===== config.mk =====
export PLATFORM = sky130hd
export DESIGN_NAME = traffic_light_ctrl
export DESIGN_NICKNAME = d
export VERILOG_FILES = /design/src/rtl/traffic_light_ctrl.sv
export SDC_FILE = /design/constraint.sdc
export NUM_CORES = 1
export LEC_CHECK = 0
export CAP_MARGIN = 20
export CORE_AREA = 2 2 39 41
export CTS_BUF_LIST = sky130_fd_sc_hd__clkbuf_4 sky130_fd_sc_hd__clkbuf_8
export DETAILED_ROUTE_END_ITERATION = 8
export DIE_AREA = 0 0 41 43
export PLACE_DENSITY_LB_ADDON = 0.1
export SLEW_MARGIN = 20
export SYNTH_ARGS = -nofsm -noshare
export SYNTH_HDL_FRONTEND = slang
export SYNTH_SLANG_ARGS = --single-unit

===== constraint.sdc =====
create_clock -name i_clk -period 1.8 [get_ports i_clk]
set_clock_uncertainty 0.1 [all_clocks]
set_input_delay 0.54 -clock i_clk [delete_from_list [all_inputs] [get_ports i_clk]]
set_output_delay 0.54 -clock i_clk [all_outputs]
set_load 0.03 [all_outputs]

===== src/rtl/traffic_light_ctrl.sv =====
// -----------------------------------------------------------------------------
// traffic_light_ctrl
//
// Purpose:
//   Three-phase traffic light sequencer (RED -> GREEN -> YELLOW -> RED) with a
//   pedestrian request input. A single down counter holds the number of
//   remaining enabled cycles in the current phase. A pedestrian request made
//   during GREEN or YELLOW is latched in a wait flag. While the light is GREEN,
//   that flag (or a live request) cuts the remaining GREEN time to T_SHORT
//   cycles. The flag clears when the light returns to RED, which is also the
//   walk phase.
//
// Ports:
//   i_clk         clock; all state updates on the rising edge
//   i_rst_n       synchronous active-low reset
//   i_en          advance enable; phase state and counter hold while low
//   i_ped_req     pedestrian request (level or pulse), ignored during RED
//   o_red         registered RED lamp
//   o_yellow      registered YELLOW lamp
//   o_green       registered GREEN lamp
//   o_ped_walk    registered walk signal, high exactly while RED is lit
//   o_ped_wait    registered pending pedestrian request flag
//   o_cnt         registered remaining-cycles counter of the current phase
//   o_phase_done  registered one-cycle pulse in the first cycle of a new phase
//   o_state       current FSM state (RED=0, GREEN=1, YELLOW=2) for debug
// -----------------------------------------------------------------------------
module traffic_light_ctrl #(
   parameter int BUS_SIZE = 4,
   parameter int T_RED    = 5,
   parameter int T_GREEN  = 5,
   parameter int T_YELLOW = 2,
   parameter int T_SHORT  = 2
) (
   input  logic                i_clk,
   input  logic                i_rst_n,
   input  logic                i_en,
   input  logic                i_ped_req,
   output logic                o_red,
   output logic                o_yellow,
   output logic                o_green,
   output logic                o_ped_walk,
   output logic                o_ped_wait,
   output logic [BUS_SIZE-1:0] o_cnt,
   output logic                o_phase_done,
   output logic [1:0]          o_state
);

   typedef enum logic [1:0] {
      S_RED    = 2'd0,
      S_GREEN  = 2'd1,
      S_YELLOW = 2'd2
   } state_t;

   // Counter load values. Each phase length is at most 2^BUS_SIZE, so the
   // value length-1 always fits in BUS_SIZE bits.
   localparam logic [BUS_SIZE-1:0] C_RED_LOAD    = BUS_SIZE'(T_RED - 1);
   localparam logic [BUS_SIZE-1:0] C_GREEN_LOAD  = BUS_SIZE'(T_GREEN - 1);
   localparam logic [BUS_SIZE-1:0] C_YELLOW_LOAD = BUS_SIZE'(T_YELLOW - 1);
   localparam logic [BUS_SIZE-1:0] C_SHORT_LOAD  = BUS_SIZE'(T_SHORT - 1);
   localparam logic [BUS_SIZE-1:0] C_ONE         = BUS_SIZE'(1);

   state_t              r_state;
   logic [BUS_SIZE-1:0] r_cnt;
   logic                r_red;
   logic                r_yellow;
   logic                r_green;
   logic                r_ped_walk;
   logic                r_ped_wait;
   logic                r_phase_done;

   logic w_cnt_zero;
   logic w_ped_set;
   logic w_shorten;

   assign w_cnt_zero = (r_cnt == '0);

   // A request counts only outside RED. The set happens on every edge,
   // whether or not the light is advancing.
   assign w_ped_set  = i_ped_req && (r_state != S_RED);

   // Shorten GREEN only if that actually reduces the remaining time.
   // A counter already at or below T_SHORT-1 keeps counting down normally.
   assign w_shorten  = (r_state == S_GREEN) && (r_ped_wait || i_ped_req) &&
                       (r_cnt > C_SHORT_LOAD);

   // Phase sequencer. Each edge applies at most one counter rule, in this
   // order of precedence: phase transition at zero, then GREEN shortening,
   // then a plain decrement. The lamps are computed from the state being
   // entered, so they change on the same edge as the state.
   always_ff @(posedge i_clk) begin
      if (!i_rst_n) begin
         r_state      <= S_RED;
         r_cnt        <= C_RED_LOAD;
         r_red        <= 1'b1;
         r_yellow     <= 1'b0;
         r_green      <= 1'b0;
         r_ped_walk   <= 1'b1;
         r_ped_wait   <= 1'b0;
         r_phase_done <= 1'b0;
      end else begin
         r_phase_done <= 1'b0;

         if (w_ped_set) begin
            r_ped_wait <= 1'b1;
         end

         if (i_en) begin
            if (w_cnt_zero) begin
               r_phase_done <= 1'b1;
               case (r_state)
                  S_RED: begin
                     r_state    <= S_GREEN;
                     r_cnt      <= C_GREEN_LOAD;
                     r_red      <= 1'b0;
                     r_yellow   <= 1'b0;
                     r_green    <= 1'b1;
                     r_ped_walk <= 1'b0;
                  end
                  S_GREEN: begin
                     r_state    <= S_YELLOW;
                     r_cnt      <= C_YELLOW_LOAD;
                     r_red      <= 1'b0;
                     r_yellow   <= 1'b1;
                     r_green    <= 1'b0;
                     r_ped_walk <= 1'b0;
                  end
                  default: begin
                     // YELLOW (and any unreachable encoding) returns to RED.
                     // Entering RED serves the pending request. This later
                     // assignment overrides a set on the same edge.
                     r_state    <= S_RED;
                     r_cnt      <= C_RED_LOAD;
                     r_red      <= 1'b1;
                     r_yellow   <= 1'b0;
                     r_green    <= 1'b0;
                     r_ped_walk <= 1'b1;
                     r_ped_wait <= 1'b0;
                  end
               endcase
            end else if (w_shorten) begin
               r_cnt <= C_SHORT_LOAD;
            end else begin
               // The counter is nonzero here, so it cannot wrap.
               r_cnt <= r_cnt - C_ONE;
            end
         end
      end
   end

   assign o_red        = r_red;
   assign o_yellow     = r_yellow;
   assign o_green      = r_green;
   assign o_ped_walk   = r_ped_walk;
   assign o_ped_wait   = r_ped_wait;
   assign o_cnt        = r_cnt;
   assign o_phase_done = r_phase_done;
   assign o_state      = r_state;

endmodule


## After elaboration in Yosys (flattened, before gate mapping)

Index checks and enable logic that the tools add are counted.

| operators by class | value |
|---|---|
| add/sub/neg operators | 1 |
| magnitude comparators | 1 |
| equal/unequal tests | 1 |
| multiplexer cells | 12 |
| reduce and logical (&&, ||, !) cells | 10 |

Operator list:

| kind | number |
|---|---|
| 1-bit 2-to-1 mux | 8 |
| 4-bit 2-to-1 mux | 2 |
| 4-bit by 1-bit greater-than comparator with 1-bit output (second input constant) | 1 |
| 4-bit zero test | 1 |
| 2-bit case mux with 2 select lines | 1 |
| 2-bit AND reduction | 2 |
| 4-bit by 1-bit subtractor with 4-bit output (second input constant) | 1 |
| 1-bit logical AND | 3 |
| 3-bit 2-to-1 mux | 1 |
| 2-bit by 1-bit equality test with 1-bit output (second input constant) | 1 |
| 2-bit zero test | 1 |
| 2-bit nonzero test | 1 |
| 2-bit OR reduction | 1 |
| 1-bit logical OR | 1 |

| word-level totals | value |
|---|---|
| register bits | 11 |
| bits of input ports | 4 |
| output and inout port bits | 12 |
| logic and storage cells | 32 |

## Depth between registers and ports, before layout

| logic depth | value |
|---|---|
| word-level depth | 6 |
| mapped depth | 5 |
| mapped depth without buffers | 5 |

## Worst setup path after synthesis

Ideal clock, no wire load.

| timing | value |
|---|---|
| path type | register -> register |
| start point | reg r_cnt[0] (netlist: o_cnt[0]) |
| end point | reg r_cnt[2] (netlist: o_cnt[2]) |
| setup time | 122 ps |
| arrival | 1471 ps |
| data required time | 1578 ps |
| setup slack | 107 ps |
| stages on the path, launching flop included | 6 |
| path buffers | 0 |
| period minus slack after synthesis | 1693 ps |
| cell sequence | dfxtp_1 -> inv_1 -> ha_1 -> o21ai_1 -> a221oi_2 -> a311o_1 |

| between the ends | value |
|---|---|
| longest elaborated chain between the ends | 4 |
| elaborated cells between the ends (all ways) | 6 |
| classes of those cells | add/sub (1); order compare (1); mux (2); reduce/logical (2) |

Ends and longest elaborated chain:

| element | RTL line | text |
|---|---|---|
| start: declaration | 63 | `logic [BUS_SIZE-1:0] r_cnt;` |
| start signal: assignment | 144 | `r_cnt <= r_cnt - C_ONE;` |
| 4-bit by 1-bit greater-than comparator with 1-bit output | 84 | `(r_cnt > C_SHORT_LOAD);` |
| 1-bit logical AND | 83 | `assign w_shorten = (r_state == S_GREEN) && (r_ped_wait \|\| i_ped_req) &&` |
| 4-bit 2-to-1 mux | 140 | `end else if (w_shorten) begin` |
| 4-bit 2-to-1 mux (*) | 108 | `if (w_cnt_zero) begin` |

Mark *: on every way between the ends. The rest lies on a longest branch, timed or not.
A chain may end at the register's enable or synchronous reset.

## Worst setup path in the final report

| timing | value |
|---|---|
| start point | reg r_cnt[1] (netlist: o_cnt[1]) |
| end point | out o_cnt[1] |

RTL lines:

| element | RTL line | text |
|---|---|---|
| end: declaration | 43 | `output logic [BUS_SIZE-1:0] o_cnt,` |

No word-level cell between the ends.

==> results.tsv <==
metric	value	unit
Leak	0.338	nW
hold_buf cts	0	
CTS tree	done	
vias in the first global route	411	
Rows	14	
max-cap check violation count	0	
Hold Crit Class	reg -> reg	
peak supply drop	0.422	mV
final worst-path cycle share	0.941	
Vias/cell	4.64	
crit path buf inv count	1	
Final Cell Area	704	µm²
CP max stage delay	420	ps
non-filler cells, final	92	
setup_tns	0	ps
GRT Residual Overflow	0	
port bufs	15	
Setup crit start kind	register	
Area Overhead vs Synth	50.9	%
commonest non-fill, non-tap cells in the layout	12 x dlygate4sd2_1, 10 x buf_4, 9 x dfxtp_1, 7 x inv_1	
Final setup viols	0	
Final Wtd Congestion	0.787	
Synthesis Warnings	0	
worst-margin pin slew	324	ps
Async SR Flop Fraction	0	
CTS Root Cell	clkbuf_4	
count of different cell masters after synthesis	24	
post-route ant nets	0	
largest net degree at the start of global routing	6	
Critical R2R Launch	o_cnt[0]	
core area	1380	µm²
die footprint	1760	µm²
Resized Gates After CTS	12	
die width	41	µm
Avg Cell Area, Syn	9.33	µm²
Max stage delay cell, worst path	dlygate4sd2_1	
Clk Latency, worst-skew pair	260	ps
Highest Clock Rate	591	MHz
postcts setup bufs	0	
commonest non-fill, non-tap cell in the layout	dlygate4sd2_1	
cell family with most CP delay	buffers and inverters	
Clk pin slew, worst setup/hold paths	60	ps
Residual DRC	0	
status	complete, no violations	
Mapped Cells	50	
commonest register cell after synthesis	dfxtp_1	
Req. time, crit path	1160	ps
first-pass GRT wire length	1580	µm
RSZ-0062 raised after global routing	false	
Hold Startpoint	o_ped_walk	
DR WL/cell	10.1	µm
critical path endpoint category	output pin	
Initial DRC Count	3	
antenna violations before repair	0	
ratio of cells with drive above 1 in the final layout	0.250	
initial core utilization	0.337	
Post-synth EDFFs	0	
total CTS buffers	3	
final hold vios	0	
fill cell count	146	
Setup crit start	o_cnt[1]	
Yosys reg bits	9	
crit path DAT	1050	ps
Pwr Density	808	nW/µm²
First-pass DRT Iterations	2	
nets	84	
top post-synthesis cells by area	dfxtp_1 39%, ha_1 8.0%, inv_1 5.6%	
Period minus WS final	1690	ps
io pins	16	
Sink Count	9	
Antenna Cells	0	
routed wire length	931	µm
sequential-to-total area share from yosys stat	0.386	
post-detail-place hpwl	775	µm
CP Class	reg -> out	
Die Ht	43	µm
routed via count	427	
Critical Path Fanout Max	4	
pins over their slew limit	0	
Overall Power	0.569	mW
Worst slew margin	0.784	
# placed instances	88	
cell area after synthesis	467	µm²
Post-DP Area	689	µm²
H-tree Lvls	1	
gr usage total	0.134	
Hold Slack	366	ps
CP Cell Sequence	dlygate4sd2_1	
Max Buffers Root-to-Sink	2	
Post-Syn Nets	57	
largest area contributor in the netlist	dfxtp_1	
Synth top area share	0.386	
-- Yosys cell counts (2+ instances only) --
| library cell | instances |
|---|---|
| dfxtp_1 | 9 |
| inv_1 | 7 |
| nor2_1 | 4 |
| o21ai_0 | 4 |
| buf_4 | 3 |
| ha_1 | 3 |
| a21oi_1 | 2 |
| a32o_1 | 2 |
-- path summary, 6_finish.rpt --
check                                   to  slack (ps)  depth (start not counted)
worst min-delay path            o_ped_walk         370                          1
worst max-delay path              o_cnt[1]         110                          1
worst max register to register    o_cnt[2]         210                          6
worst min register to register  o_ped_walk         370                          1
-- final cells by class --
| class | instances | area (µm²) | area share |
|---|---|---|---|
| Multi-Input combinational cell | 31 | 238 | 0.337 |
| Sequential cell | 9 | 180 | 0.256 |
| Timing Repair Buffer | 25 | 210 | 0.298 |
| Clock buffer | 4 | 30.0 | 0.0426 |
| Inverter | 7 | 26.3 | 0.0373 |
| Tap cell | 16 | 20.0 | 0.0284 |
-- through the flow --
| stage | setup slack (ps) | util |
|---|---|---|
| finish | 107 | 0.509 |
| global route | 76.8 | 0.509 |
| detailed placement | -124 | 0.498 |
| floorplan | 107 | - |
| CTS | 97.2 | 0.509 |
| global placement | -126 | 0.498 |
-- power breakdown --
part / total [mW] / switching (mW) / internal, mW
registers: 0.223 / 0.00896 / 0.214
clock network: 0.172 / 0.0715 / 0.101
logic: 0.174 / 0.0997 / 0.0739
-- metal layers --
metal	track usage	part of all wire	vias up
li1	-	-	226
met1	0.166	0.47	183
met2	0.209	0.44	16
met3	0.0314	0.069	2
met4	0.0600	0.018	0
met5	0	0	-
-- state kept, by name (all words and copies together) (netlist names) --
name,count
o_yellow,1
o_green,1
o_cnt,4
o_phase_done,1
o_ped_wait,1
o_ped_walk,1
-- kinds of logic (layout without fill, tap and decap cells) --
family,after synthesis,after routing,share of synthesized area
compound gates,15,15,0.249
fa+ha+maj,3,3,0.0804
buf+inv,10,36,0.105
flops,9,9,0.386
mux,1,1,0.0214
simple gates,12,12,0.158
Power figures use the tool's default switching activity.
==> patch, RTL diff (same flow settings) <==
Reset style: asynchronous (`i_rst_n`), changed in one clocked block. Comments in the files are not updated.
--- a/src/rtl/traffic_light_ctrl.sv
+++ b/src/rtl/traffic_light_ctrl.sv
@@ -87,7 +87,7 @@
    // order of precedence: phase transition at zero, then GREEN shortening,
    // then a plain decrement. The lamps are computed from the state being
    // entered, so they change on the same edge as the state.
-   always_ff @(posedge i_clk) begin
+   always_ff @(posedge i_clk or negedge i_rst_n) begin
       if (!i_rst_n) begin
          r_state      <= S_RED;
          r_cnt        <= C_RED_LOAD;
Formal check against the unedited RTL: differs if i_rst_n is asserted again (counterexample within 4 cycles, from zero or initial values and one cycle with i_rst_n low); with i_rst_n held inactive, the same outputs for 10 cycles.
==> patch against the unedited design <==
  * Wire length rose by 6.9%
  * Design area rose by 0.89%
  * Die area did not move
  * Sequential cell count did not move
  * Area after synthesis rose by 9.1%
  * Count of clock-buffer cells in the layout did not move
  * Setup slack improved by 0.0066 ns
  * Fmax rose by 0.39%
  * Highest routed layer unchanged
Power is not compared: it rests on default switching activity, and its combinational part moved more than twofold at a synthesized area within 25%.
==> patch: results <==
metrics = {
    "critical_path": {
        "r2r_slack_ns": 0.12,
        "r2r-start": "o_cnt[0]$_DFFE_PN0P_",
        "critPathMaxStageDelay_ns": 0.40,
        "arrival_ns": 1.05,
        "r2r_end": "o_cnt[3]$_DFFE_PN0P_",
        "path_max_fanout": 5,
    },
    "global_route": {
        "grt_pass1_wl_um": 1642,
        "antenna_found_initial": 0,
        "grt_pass1_vias": 413,
        "track_usage": 0.1447,
    },
    "place": {
        "gp_congestion": 0.8547,
        "place_area_sq_um": 684.4,
        "placed_cells": 84,
        "hpwlAfterDp_um": 803.2,
    },
    "routing": {
        "via_per_inst": 5.000,
        "dr.first_iter.drc_count": 2,
        "drt_pre_antenna_iters": 3,
        "routed_wl_um": 995,
    },
    "synthesis": {
        "synth_adder_area_share": 0.07371,
        "ys_async_sr_fraction": 1.000,
        "synth.area.top_cells": "dfrtp_1 34%, dfstp_2 10%, ha_1 7.4%",
        "synthTopCellsByCount": "7 x dfrtp_1, 4 x inv_1, 4 x nor2_1, 4 x o21ai_0",
        "synthCells": 52,
        "synth_compound_area_frac": 0.1990,
        "synthesis.nets": 59,
        "yosysSeqAreaShare": 0.4472,
        "synth.distinct_cells": 28,
    },
    "cts": {
        "insertion_delay_ns": 0.25,
        "cts_resized": 9,
        "clk_pin_slew_worst_paths_ns": 0.06,
    },
    "final_layout": {
        "drive_gt1_frac": 0.2740,
        "final.fill_count": 146,
        "fin_nets": 81,
        "instances_no_fill": 89,
    },
    "timing": {
        "tightestPinTransition_ns": 0.3912,
    },
    "outcome": {
        "outcome": "finished clean",
    },
}
## patch: power by group through the flow
stage	registers, mW	logic [mW]	clock network, mW
6_report	0.375	0.785	0.163
5_1_grt	0.392	0.859	0.188
4_1_cts	0.382	0.773	0.172
3_5_place_dp	0.386	0.827	0
3_3_place_gp	0.385	0.827	0
2_1_floorplan	0.550	0.371	0
## patch: worst min-delay path by stage
stage                                       from                     end  slack [ns]  cells past startpoint
final                     o_ped_walk$_DFFE_PN1P_  o_ped_walk$_DFFE_PN1P_        0.39                      2
after global routing      o_ped_walk$_DFFE_PN1P_  o_ped_walk$_DFFE_PN1P_        0.43                      2
after CTS                 o_ped_walk$_DFFE_PN1P_  o_ped_walk$_DFFE_PN1P_        0.40                      2
after detailed placement  o_ped_walk$_DFFE_PN1P_  o_ped_walk$_DFFE_PN1P_        0.40                      2
after global placement    o_ped_walk$_DFFE_PN1P_  o_ped_walk$_DFFE_PN1P_        0.38                      2
after floorplan                          i_rst_n    o_cnt[0]$_DFFE_PN0P_        0.14                      0
## patch: layer usage
metal | routed length (um) | vias to the layer above | track usage
met5 | 0 | - | 0
met2 | 473 | 16 | 0.2156
li1 | - | 221 | -
met3 | 65 | 4 | 0.04712
met1 | 432 | 204 | 0.1650
met4 | 25 | 0 | 0.1000
## patch: per-stage QoR
step	setup slack [ns]	power, mW	TNS (ns)
2_1_floorplan	0.06072	0.9203	0
3_3_place_gp	0.007818	1.212	0
3_5_place_dp	-0.01168	1.214	-0.01559
4_1_cts	0.07481	1.328	0
5_1_grt	0.02353	1.439	0
6_report	0.1132	1.323	0
## patch: layout make-up
type / instances / area share
Multi-Input combinational cell: 35 / 0.3363
Clock buffer: 4 / 0.04225
Sequential cell: 9 / 0.3239
Tap cell: 16 / 0.02817
Inverter: 4 / 0.02113
Timing Repair Buffer: 21 / 0.2482
